===== src/rtl/seq_scan_ctrl_if.sv =====
// Word-in / scan-out bundle for seq_scan_ctrl.
// The master drives words into the scanner; the slave is the scanner itself.
interface seq_scan_ctrl_if #(
  parameter int unsigned WIDTH = 8,
  parameter int unsigned CNT_W = 4
);
  logic             in_valid;
  logic [WIDTH-1:0] in_data;
  logic             cfg_chain;
  logic             in_ready;
  logic             ser_x;
  logic             match;
  logic [CNT_W-1:0] match_count;
  logic             busy;
  logic             done;

  modport master (
    output in_valid, in_data, cfg_chain,
    input  in_ready, ser_x, match, match_count, busy, done
  );

  modport slave (
    input  in_valid, in_data, cfg_chain,
    output in_ready, ser_x, match, match_count, busy, done
  );
endinterface


===== src/rtl/seq_scan_ctrl.sv =====
// Serialises each accepted word MSB first through an overlapping "101" Mealy detector
// and counts the matches per word, saturating at the counter's maximum.
module seq_scan_ctrl #(
  parameter int unsigned WIDTH = 8,
  parameter int unsigned CNT_W = 4
) (
  input logic           clk,
  input logic           reset,
  seq_scan_ctrl_if.slave bus
);
  localparam int unsigned BitCntW = (WIDTH > 1) ? $clog2(WIDTH) : 1;
  localparam logic [BitCntW-1:0] BitCntLast = BitCntW'(WIDTH - 1);
  localparam logic [CNT_W-1:0] CntMax = '1;

  typedef enum logic [1:0] {StIdle, StShift, StDone} state_e;
  typedef enum logic [1:0] {DetS0, DetS1, DetS2} det_e;

  state_e             state_q, state_d;
  det_e               det_q, det_d, det_adv;
  logic [WIDTH-1:0]   sr_q, sr_d;
  logic [BitCntW-1:0] bit_cnt_q, bit_cnt_d;
  logic [CNT_W-1:0]   cnt_q, cnt_d;

  logic shifting;
  logic ser_x;
  logic match;

  assign shifting = (state_q == StShift);
  assign ser_x    = shifting & sr_q[WIDTH-1];
  assign match    = shifting && (det_q == DetS2) && ser_x;

  assign bus.in_ready    = (state_q == StIdle);
  assign bus.busy        = shifting;
  assign bus.done        = (state_q == StDone);
  assign bus.ser_x       = ser_x;
  assign bus.match       = match;
  assign bus.match_count = cnt_q;

  always_comb begin
    det_adv = DetS0;
    case (det_q)
      DetS0:   det_adv = ser_x ? DetS1 : DetS0;
      DetS1:   det_adv = ser_x ? DetS1 : DetS2;
      DetS2:   det_adv = ser_x ? DetS1 : DetS0;
      default: det_adv = DetS0;
    endcase
  end

  always_comb begin
    state_d   = state_q;
    det_d     = det_q;
    sr_d      = sr_q;
    bit_cnt_d = bit_cnt_q;
    cnt_d     = cnt_q;
    case (state_q)
      StIdle: begin
        // in_ready is high throughout IDLE, so in_valid alone marks an accept.
        if (bus.in_valid) begin
          sr_d      = bus.in_data;
          bit_cnt_d = BitCntLast;
          cnt_d     = '0;
          if (!bus.cfg_chain) det_d = DetS0;
          state_d   = StShift;
        end
      end
      StShift: begin
        sr_d      = {sr_q[WIDTH-2:0], 1'b0};
        bit_cnt_d = bit_cnt_q - 1'b1;
        det_d     = det_adv;
        if (match && (cnt_q != CntMax)) cnt_d = cnt_q + 1'b1;
        if (bit_cnt_q == '0) state_d = StDone;
      end
      StDone:  state_d = StIdle;
      default: state_d = StIdle;
    endcase
  end

  always_ff @(posedge clk or posedge reset) begin
    if (reset) begin
      state_q   <= StIdle;
      det_q     <= DetS0;
      sr_q      <= '0;
      bit_cnt_q <= '0;
      cnt_q     <= '0;
    end else begin
      state_q   <= state_d;
      det_q     <= det_d;
      sr_q      <= sr_d;
      bit_cnt_q <= bit_cnt_d;
      cnt_q     <= cnt_d;
    end
  end
endmodule


===== src/flat_wrapper.sv =====
// flat-port wrapper written by rule: the top's interface ports become plain ports
module seq_scan_ctrl_flat 
#(
  parameter int unsigned WIDTH = 8,
  parameter int unsigned CNT_W = 4
)
  (clk, reset, bus_in_valid, bus_in_data, bus_cfg_chain, bus_in_ready, bus_ser_x, bus_match, bus_match_count, bus_busy, bus_done);
  seq_scan_ctrl_if #(.WIDTH(WIDTH), .CNT_W(CNT_W)) bus_i ();
  input logic clk;
  input logic reset;
  input wire logic [$bits(bus_i.in_valid)-1:0] bus_in_valid;
  input wire logic [$bits(bus_i.in_data)-1:0] bus_in_data;
  input wire logic [$bits(bus_i.cfg_chain)-1:0] bus_cfg_chain;
  output wire logic [$bits(bus_i.in_ready)-1:0] bus_in_ready;
  output wire logic [$bits(bus_i.ser_x)-1:0] bus_ser_x;
  output wire logic [$bits(bus_i.match)-1:0] bus_match;
  output wire logic [$bits(bus_i.match_count)-1:0] bus_match_count;
  output wire logic [$bits(bus_i.busy)-1:0] bus_busy;
  output wire logic [$bits(bus_i.done)-1:0] bus_done;
  assign bus_i.in_valid = bus_in_valid;
  assign bus_i.in_data = bus_in_data;
  assign bus_i.cfg_chain = bus_cfg_chain;
  assign bus_in_ready = bus_i.in_ready;
  assign bus_ser_x = bus_i.ser_x;
  assign bus_match = bus_i.match;
  assign bus_match_count = bus_i.match_count;
  assign bus_busy = bus_i.busy;
  assign bus_done = bus_i.done;
  seq_scan_ctrl #(.WIDTH(WIDTH), .CNT_W(CNT_W)) u_core (.clk(clk), .reset(reset), .bus(bus_i));
endmodule

===== config.mk =====
export PLATFORM = sky130hd
export DESIGN_NAME = seq_scan_ctrl_flat
export DESIGN_NICKNAME = d
export VERILOG_FILES = /design/src/rtl/seq_scan_ctrl_if.sv /design/src/rtl/seq_scan_ctrl.sv /design/src/flat_wrapper.sv
export SDC_FILE = /design/constraint.sdc
export NUM_CORES = 1
export LEC_CHECK = 0
export ABC_AREA = 1
export CAP_MARGIN = 5
export CORE_ASPECT_RATIO = 1.1
export CORE_MARGIN = 2
export CORE_UTILIZATION = 50
export DETAILED_ROUTE_END_ITERATION = 6
export PLACE_DENSITY = 0.83
export SYNTH_ARGS = -nofsm -noshare
export SYNTH_HDL_FRONTEND = slang
export SYNTH_SLANG_ARGS = --single-unit

===== constraint.sdc =====
create_clock -name clk -period 1.51 [get_ports clk]
set_input_delay 0.151 -clock clk [delete_from_list [all_inputs] [get_ports clk]]
set_output_delay 0.151 -clock clk [all_outputs]
set_load 0.005 [all_outputs]

Yosys cells after proc, flatten, opt, wreduce, memory -nomap -nowiden:

Cells that the tools add are included.

* bits of input ports: 12
* register bits: 19
* logic and storage cells: 45
* output and inout port bits: 9

* bitwise logic cells: 1
* reductions and logical operators: 12
* equality and inequality tests: 9
* multiplexer cells: 16
* add/subtract/negate cells: 2

Operator list (count)
* one-hot mux 8 bit (2 select lines): 1
* one-hot mux 2 bit (2 select lines): 3
* 2-to-1 mux 2 bit: 5
* 2-to-1 mux 4 bit: 2
* 2-to-1 mux 8 bit: 1
* inequality test 2 bit (second input constant): 4
* one-hot mux 4 bit (2 select lines): 1
* one-hot mux 3 bit (2 select lines): 1
* AND reduction 3 bit: 2
* adder 4 x 1 -> 4 bit (second input constant): 1
* equality test 2 x 1 -> 1 bit (second input constant): 2
* equality test 2 bit (second input constant): 2
* logical NOT 2 bit: 2
* inequality test 4 bit (second input constant): 1
* AND reduction 2 bit: 2
* logical AND 1 bit: 3
* logical NOT 3 bit: 1
* 2-to-1 mux 3 bit: 1
* subtractor 3 x 1 -> 3 bit (second input constant): 1
* nonzero test 2 bit: 1
* OR reduction 2 bit: 1
* bitwise AND 1 bit: 1
* 2-to-1 mux 1 bit: 1

Longest topological paths before layout:

Gate-level depths: netlist of run 1.

* word-level depth: 6
* depth in mapped cells: 8
* gate-level depth less buffers: 8

Least setup slack after synthesis of run 1:

Ideal clock, no wire load.

* path type: register to register
* from: reg u_core.state_q[0]
* to: reg u_core.sr_q[1]
* slack: 390 ps
* library setup time: 122 ps
* arrival time: 998 ps
* clock period less this slack: 1120 ps
* required time: 1388 ps
* path buffers: 1
* cell stages (with the launch flop): 6
* cells stage by stage: dfrtp_1 o21ai_4 inv_6 buf_6 o211ai_2 o21ai_2

* word-level cells in the longest chain between the ends: 3
* elaborated cells on any way between the ends: 6
* classes of those cells: eq/ne: 2; mux: 1; reduce/logical: 3

RTL lines
* from (decl): line seq_scan_ctrl.sv:18 `state_e state_q, state_d;`
* from (signal assigned): line seq_scan_ctrl.sv:80 `state_q <= StIdle;`
* from (signal assigned): line seq_scan_ctrl.sv:86 `state_q <= state_d;`
* equality test 2 x 1 -> 1 bit or logical NOT 2 bit (tied branches): line seq_scan_ctrl.sv:55 `case (state_q)`
* nonzero test 2 bit (no line) or inequality test 2 bit (tied branches)
* AND reduction 2 bit (no line)
* to (signal assigned): line seq_scan_ctrl.sv:88 `sr_q <= sr_d;`
* to (decl): line seq_scan_ctrl.sv:20 `logic [WIDTH-1:0] sr_q, sr_d;`

Several ways; a longest one is shown, not always the timed one.
A chain may end at the register's enable or synchronous reset.

Final worst setup path of run 1:

* from: reg u_core.det_q[0]
* to: out bus_match

* word-level cells in the longest chain between the ends: 3

RTL lines
* from (decl): line seq_scan_ctrl.sv:19 `det_e det_q, det_d, det_adv;`
* from (signal assigned): line seq_scan_ctrl.sv:81 `det_q <= DetS0;`
* from (signal assigned): line seq_scan_ctrl.sv:87 `det_q <= det_d;`
* equality test 2 bit: line seq_scan_ctrl.sv:30 `assign match = shifting && (det_q == DetS2) && ser_x;`
* logical AND 1 bit (2 in a row): line seq_scan_ctrl.sv:30
* to (decl): line flat_wrapper.sv:16 `output wire logic [$bits(bus_i.match)-1:0] bus_match;`

Every way passes these cells.

==> results.yml, run 1 <==
global_routing:
  grtUsageMet2_pct: 35.4
  top_usage_layer: "met2"
  grt_pass1_vias: 870
  gr-total-overflow: 0
  grtUsageMet3_pct: 3.82
  grt_max_degree: 20
  antenna_found_initial: 0
  grt_pass1_wl_mm: 3.59
  use_met1_pct: 25.2
  track_usage_pct: 20.6
routing:
  drt-pass1-iter-count: 4
  routedWlPerCell_um: 11.5
  ant_nets: 0
  vias: 831
  drt-total-wl_mm: 1.99
  drt-vias-per-instance: 4.80
  drt-initial-drc-count: 8
  drc: 0
synth:
  syn_nets: 131
  synth_top_area_cell: "dfrtp_1"
  yosys_register_bits: 19
  yosysWarningCount: 0
  ys_seq_area_share_pct: 45.5
  yosys-top-cells-area: "dfrtp_1, nand2_1, inv_1, o21ai_2, nand3_1"
  synth_area_sq_um: 1050
  synth_cell_type_count: 24
  postSynthCellCount: 116
  synth_top_area_share_pct: 45.5
  synth.avg_cell_area_sq_um: 9.02
placed_design:
  gp_congestion: 0.744
  port_buffers: 20
  hpwl_mm: 1.52
  dpl_worst_slack_ps: 87.6
cts:
  cts.clk_slew.worst_paths_ps: 110
  clk_latency_ps: 300
  cts_max_path_buffers: 2
  tritoncts: "done"
  cts_root_buf: "clkbuf_4"
  htree_levels: 1
  clkSinkCount: 19
  cts_made_buffers: 3
  cts_hold_buf: 0
pwr:
  p_total_w: 0.00239
  netSwitchingFraction_pct: 41.3
  seqPwrFrac_pct: 35.8
  leakage_nw: 0.674
  switching_power_w: 0.000987
  intPower_w: 0.00141
  clockPowerShare_pct: 10.9
  vdd_drop_max_uv: 927
  comb_power_share_pct: 53.3
  p_per_area_nw_per_um2: 1800
timing:
  tightest_slew_ps: 273
  setup_viol: 0
  setup-tns-final_ps: 0
  layout_setup_ws_ps: 119
  maxSlewViolCount: 0
  clock.fmax_mhz: 719
  finalHoldViolCount: 0
  layout_min_cycle_time_ps: 1390
  rsz0062_at_grt: "no"
  slew_headroom_pct: 81.8
  skew_ps: 2.95
  timing.final.crit_share_pct: 92.1
die:
  coreArea_sq_um: 2000
  ios: 21
  initial_core_util_pct: 52.3
  fp.dieH_um: 52.0
  rows: 17
  dieArea_sq_um: 2470
  die_x_um: 47.6
final_layout:
  fill_cells: 170
  antennaDiodeCount: 0
  layout-drive-gt1-share_pct: 21.4
  final_cell_mix: "nand2_1, inv_1, dfrtp_1, clkdlybuf4s50_1, nor2_1"
  layout_commonest_cell: "nand2_1"
  area_delta_synth_final_pct: 26.9
  finalNetCount: 161
  fin_util_pct: 66.4
setup_path:
  end_kind: "output pin"
  slowest_stage: "dfrtp_1"
  path_cells: "inv_1 -> nand2_1 -> nor2_4 -> dlygate4sd2_1"
  crit_family: "flip-flops"
  worst_ep_required_time_ps: 1360
  reg2regPathDepth: 6
  cp_max_fo: 3
  crit_type: "flop to output pin"
  crit_buf_inv: 2
  setup.worst_path.start_class: "flop"
  slowest_delay_ps: 400
  cp.arrival_ps: 1240
  path_depth: 4
run:
  drv_cap: 0
outcome:
  status: "finished clean"
hold_path:
  hp-class: "input pin to asynchronous set/reset pin"
[synth_stat cells (all sizes together)]
library cell	n
a21oi	1
a22oi	2
buf	2
dfrtp	19
ha	3
inv	20
nand2	30
nand3	9
nor2	12
nor3	1
o211ai	7
o21ai	10
[cells by family (layout without fill, tap and decap cells)]
logic type                 Yosys count  count (layout)  share of synthesized area, %
and+or+nand+nor                     52              52                          24.3
DFF                                 19              19                          45.5
AOI/OAI and AO/OA                   20              20                          16.0
adders and majority gates            3               3                          3.59
buffers and inverters               22              51                          10.6
[state kept, by name (all words and copies together) (netlist names)]
register                cells
u_core.sr_q                 8
u_core.bus.match_count      4
u_core.det_q                2
u_core.bit_cnt_q            3
u_core.state_q              2
[cell type report]
type | instances | area (sq um) | area share [%]
timing repair buffer | 27 | 246 | 18.6
inverter | 20 | 80.1 | 6.03
multi-input combinational | 75 | 462 | 34.8
clock buffer | 4 | 26.3 | 1.98
tap | 28 | 35.0 | 2.64
sequential | 19 | 478 | 36.0
[worst reg2reg max path, stage by stage, from the launching register on]
cell      delay (ps)
dfrtp_1          410
buf_4            160
nor2_8           110
buf_4            220
nand2_1           80
o211ai_1         110
o21ai_2           70
[power by group through the flow]
| stage | sequential (W) | combinational (W) | clock (W) |
|---|---|---|---|
| finish | 0.000856 | 0.00127 | 0.000262 |
| global route | 0.000880 | 0.00147 | 0.000297 |
| CTS | 0.000851 | 0.00129 | 0.000274 |
| detailed placement | 0.000869 | 0.00129 | 0 |
| global placement | 0.000855 | 0.00124 | 0 |
| floorplan | 0.000847 | 0.000944 | 0 |
[final timing paths]
path	startpoint	slack, ps	to
setup / recovery	u_core.det_q[0]	120	bus_match
max in group asynchronous	reset	1130	u_core.state_q[0]
setup reg to reg	u_core.state_q[1]	240	u_core.sr_q[4]
hold / removal	reset	160	u_core.sr_q[4]
min in group clk	bus_in_data[0]	430	u_core.sr_q[0]
hold reg to reg	u_core.det_q[0]	510	u_core.det_q[0]
[per-stage QoR]
stage / hold slack [ps] / instance area, sq um / cells
after floorplan: 102 / 1050 / 116
after global placement: 453 / 1290 / 167
after detailed placement: 484 / 1290 / 167
after CTS: 160 / 1330 / 173
after global routing: 212 / 1330 / 173
final: 157 / 1330 / 173
[what timing repair did]
| item | 4_1_cts | 5_1_grt |
|---|---|---|
| buffers inserted | 2 | 0 |
| gates resized for setup | 7 | 1 |
| setup endpoints to repair | 5 | 1 |
[layer usage]
metal,part of all wire (%),vias to the layer above,wire length [um]
met5,0,-,0
met4,0,0,0
met3,3.8,0,76
met2,52,18,1040
met1,44,385,870
li1,-,428,-
No activity file was read; power rests on OpenSTA's default activity.
==> run 2: changes to the inputs <==
Settings changed: CORE_ASPECT_RATIO 1.1 to not set, CORE_MARGIN 2 to 4.
==> run 2 against run 1 <==
Against the previous run:
- final cell count up 1.2%
- clock-buffer cell count unchanged
- sequential share of layout area down 0.56 points
- largest cell class unchanged
==> results.yml, run 2 (same netlist as run 1, synthesis figures left out) <==
cts:
  tritoncts: "done"
  cts_root_buf: "clkbuf_4"
  htree_levels: 1
  cts_max_path_buffers: 2
  clk_latency_ps: 300
  cts.clk_slew.worst_paths_ps: 100
  clkSinkCount: 19
  cts_made_buffers: 3
final_layout:
  finalNetCount: 164
  layout-drive-gt1-share_pct: 23.6
  final_cell_mix: "nand2_1, dfrtp_1, inv_1, clkdlybuf4s50_1, buf_4"
  top_register: "u_core.sr_q"
  area_delta_synth_final_pct: 28.6
  largest_register_ffs: 8
  antennaDiodeCount: 0
  layout_commonest_cell: "nand2_1"
die:
  coreArea_sq_um: 1980
  initial_core_util_pct: 52.8
  fp.dieH_um: 53.7
  rows: 16
  ios: 21
  dieArea_sq_um: 2890
  die_x_um: 53.7
timing:
  maxSlewViolCount: 0
  layout_min_cycle_time_ps: 1420
  slew_headroom_pct: 81.5
  tightest_slew_ps: 277
  clock.fmax_mhz: 707
  rsz0062_at_grt: "no"
  skew_ps: 1.90
  finalHoldViolCount: 0
  setup_viol: 0
  timing.final.crit_share_pct: 93.7
  setup-tns-final_ps: 0
  hold_ws_ps: 147
global_routing:
  track_usage_pct: 17.0
  gr-total-overflow: 0
  antenna_found_initial: 0
  grt_pass1_wl_mm: 3.51
  grt_pass1_vias: 853
  grt_max_degree: 20
pwr:
  vdd_drop_max_uv: 1090
  leakage_nw: 0.690
  p_per_area_nw_per_um2: 1790
placed_design:
  gp_congestion: 0.784
  hpwl_mm: 1.55
  port_buffers: 20
routing:
  routedWlPerCell_um: 11.8
  ant_nets: 0
  drc: 0
  drt-initial-drc-count: 6
  drt-pass1-iter-count: 2
  drt-vias-per-instance: 5.03
  drt-total-wl_mm: 2.07
  vias: 880
setup_path:
  setup.worst_path.start_class: "flop"
  crit_type: "flop to output pin"
  slowest_delay_ps: 530
  crit_buf_inv: 1
  slowest_stage: "clkdlybuf4s50_1"
  worst_ep_required_time_ps: 1360
  end_kind: "output pin"
  path_cells: "clkdlybuf4s50_1"
  crit_family: "buffers and inverters"
  cp_max_fo: 5
  cp.arrival_ps: 1260
run:
  drv_cap: 0
hold_path:
  hp-class: "input pin to asynchronous set/reset pin"
outcome:
  status: "finished clean"
run 2: final timing paths:
check	end	from	cells after the start	slack, ps
setup / recovery	bus_match_count[2]	u_core.bus.match_count[2]	1	90
hold / removal	u_core.sr_q[1]	reset	3	150
setup reg to reg	u_core.sr_q[6]	u_core.state_q[1]	7	100
hold reg to reg	u_core.det_q[0]	u_core.det_q[0]	2	510
max in group asynchronous	u_core.state_q[0]	reset	3	1150
min in group clk	u_core.sr_q[0]	bus_in_data[0]	3	430
run 2: per-layer routing:
layer	wire length [um]	GRT usage, %	vias up
met4	44	7.66	0
met3	89	2.77	5
met2	1020	29.4	16
li1	-	-	435
met1	914	20.5	424
met5	0	0	-
run 2: stage by stage:
stage / instance area [sq um] / power (W) / util, % / instances / setup slack, ps
finish: 1350 / 0.00241 / 67.9 / 175 / 94.7
global route: 1350 / 0.00264 / 67.9 / 175 / 6.36
CTS: 1350 / 0.00244 / 68.2 / 175 / 21.7
detailed placement: 1290 / 0.00215 / 64.9 / 166 / 90.0
global placement: 1290 / 0.00209 / 64.9 / 166 / 117
floorplan: 1050 / 0.00179 / - / 116 / 390
run 2: area by class of cell:
class | instances | area (sq um)
clock buffer | 4 | 26.3
inverter | 20 | 80.1
tap | 27 | 33.8
sequential | 19 | 477
multi-input combinational | 75 | 467
fill | 167 | 637
timing repair buffer | 30 | 262
run 2: where the power goes:
part | leakage [nW] | switching (W) | internal (W) | total (W)
sequential | 0.233 | 0.000130 | 0.000728 | 0.000858
clock | 0.0150 | 0.000158 | 0.000103 | 0.000261
combinational | 0.442 | 0.000720 | 0.000574 | 0.00129
total | 0.690 | 0.00101 | 0.00141 | 0.00241
run 2: what timing repair did:
item                       CTS  global route
setup endpoints to repair    5             2
setup buffers                5             0
pin swaps                    1             0
hold buffers                 0             0
resized for setup            8             4
==> run 3: changes to the inputs <==
Settings changed: SLEW_MARGIN set to 20.
==> results of run 3 <==
Same layout as run 2: the final DEF is identical, and so are final timing and power.
==> patch (config.mk and constraints of run 2) <==
`WIDTH` is set to 8 in 3 places; all go to 4.
--- a/src/rtl/seq_scan_ctrl_if.sv
+++ b/src/rtl/seq_scan_ctrl_if.sv
@@ -1,7 +1,7 @@
 // Word-in / scan-out bundle for seq_scan_ctrl.
 // The master drives words into the scanner; the slave is the scanner itself.
 interface seq_scan_ctrl_if #(
-  parameter int unsigned WIDTH = 8,
+  parameter int unsigned WIDTH = 4,
   parameter int unsigned CNT_W = 4
 );
   logic             in_valid;
--- a/src/rtl/seq_scan_ctrl.sv
+++ b/src/rtl/seq_scan_ctrl.sv
@@ -1,7 +1,7 @@
 // Serialises each accepted word MSB first through an overlapping "101" Mealy detector
 // and counts the matches per word, saturating at the counter's maximum.
 module seq_scan_ctrl #(
-  parameter int unsigned WIDTH = 8,
+  parameter int unsigned WIDTH = 4,
   parameter int unsigned CNT_W = 4
 ) (
   input logic           clk,
--- a/src/flat_wrapper.sv
+++ b/src/flat_wrapper.sv
@@ -1,7 +1,7 @@
 // flat-port wrapper written by rule: the top's interface ports become plain ports
 module seq_scan_ctrl_flat 
 #(
-  parameter int unsigned WIDTH = 8,
+  parameter int unsigned WIDTH = 4,
   parameter int unsigned CNT_W = 4
 )
   (clk, reset, bus_in_valid, bus_in_data, bus_cfg_chain, bus_in_ready, bus_ser_x, bus_match, bus_match_count, bus_busy, bus_done);
Interface: changed (resized bus_in_data); port bits go from 21 to 17. No check against the original RTL was run, so the function may have changed too.
==> patch against run 2 <==
  * Via count is 21% lower
  * Hold slack better by 0.058 ns
  * Critical endpoint is now bus_ser_x
  * Worst setup slack worse by 0.0025 ns
  * Design area is 27% lower
  * Power is 21% lower
  * Area after synthesis is 29% lower
  * Critical path depth is 4 higher
  * Wire length is 22% lower
  * Non-clock buffer count is 8 lower
  * Die area is 25% lower
  * Sequential share of layout area is 0.54 points higher
  * Global-route usage is 1.4 points higher
  * Sequential cell count is 5 lower
==> patch: results (changes against run 2) <==
- Avg Cell Area, Syn: 7.938 µm² (-12%)
- M1 wire length: 697 µm (-24%)
- Pre-CTS WS: 0.1190 ns (+0.02902 ns)
- Most frequent cells after synthesis: nand2_1 (21), dfrtp_1 (14), inv_1 (11), o21ai_1 (11)
- WL met3: 97 µm (+9.0%)
- Comb pwr: 1.05 mW (-19%)
- Syn nets: 103 (-21%)
- Clock Latency Late Sink: 0.28 ns (-0.02 ns)
- Clk slew on worst S/H paths: 0.08 ns (-0.02 ns)
- Slowest cell on crit path: dfrtp_1
- Run status: completed
- Max incr delay on CP: 0.39 ns (-0.14 ns)
- Final GP Congestion: 0.7832 (about the same)
- Vias in the first global route: 658 (-23%)
- DP Area: 927.1 µm² (-28%)
- Layout cells sized above 1: 19.66% (-4.0 points)
- Internal power: 1.092 mW (-22%)
- Reg2Reg Setup Slack: 0.17 ns (+0.07 ns)
- Setup Buffers After CTS: 4 (-1)
- Iteration-0 DRC Markers: 14 (+8)
- Crit-path max FO: 3 (-2)
- Post-synthesis sequential area ratio: 47.46% (+2.0 points)
- Detailed-route wire length per cell: 12.21 µm (+3.4%)
- Fmax: 705.3 MHz (-0.18%)
- Yosys cell types: 17 (-29%)
- P_leak: 0.5075 nW (-26%)
- Total track usage: 18.44% (+1.4 points)
- Clock-net power: 214 µW (-18%)
- Post-cts gate resize count: 7 (-1)
- Global-route wire length before repair: 2.684 mm (-24%)
- Hpwl dp: 1.160 mm (-25%)
- Fin Hold WS: 0.2054 ns (+0.05850 ns)
- Synth top area cells: dfrtp_1 (47%), nand2_1 (11%), o21ai_1 (7.5%), nand3_1 (6.1%), inv_1 (5.6%)
- Post-synthesis compound-gate area fraction: 9.153% (-6.9 points)
- Vias per cell: 5.273 (+4.9%)
==> patch: logic make-up (layout without fill, tap and decap cells) <==
kind of cell / after synthesis / in the layout
buffers and inverters: 15 / 39
AOI/OAI and AO/OA: 13 / 13
adders and majority gates: 2 / 2
and+or+nand+nor: 49 / 49
DFF: 14 / 14
==> patch: area by class of cell <==
class | instances | area [µm²]
multi-input cells | 64 | 335.3
clock buffers | 3 | 22.52
flip-flops and latches | 14 | 351.6
repair buffers | 22 | 196.4
inverters | 14 | 52.55
well taps | 15 | 18.77
fillers | 109 | 372.9
==> patch: final timing paths <==
path | to | depth (start not counted)
worst max-delay path | bus_ser_x | 5
worst min-delay path | u_core.bus.match_count[3] | 2
min in group clk | u_core.sr_q[0] | 3
max in group asynchronous | u_core.state_q[0] | 2
worst max register to register | u_core.det_q[1] | 8
worst min register to register | u_core.det_q[0] | 2
==> patch: per-layer routing <==
layer  track usage, %  vias up
li1                 -      343
met1            22.14      328
met2            28.02       20
met3            4.688        5
met4            13.64        0
met5                0        -
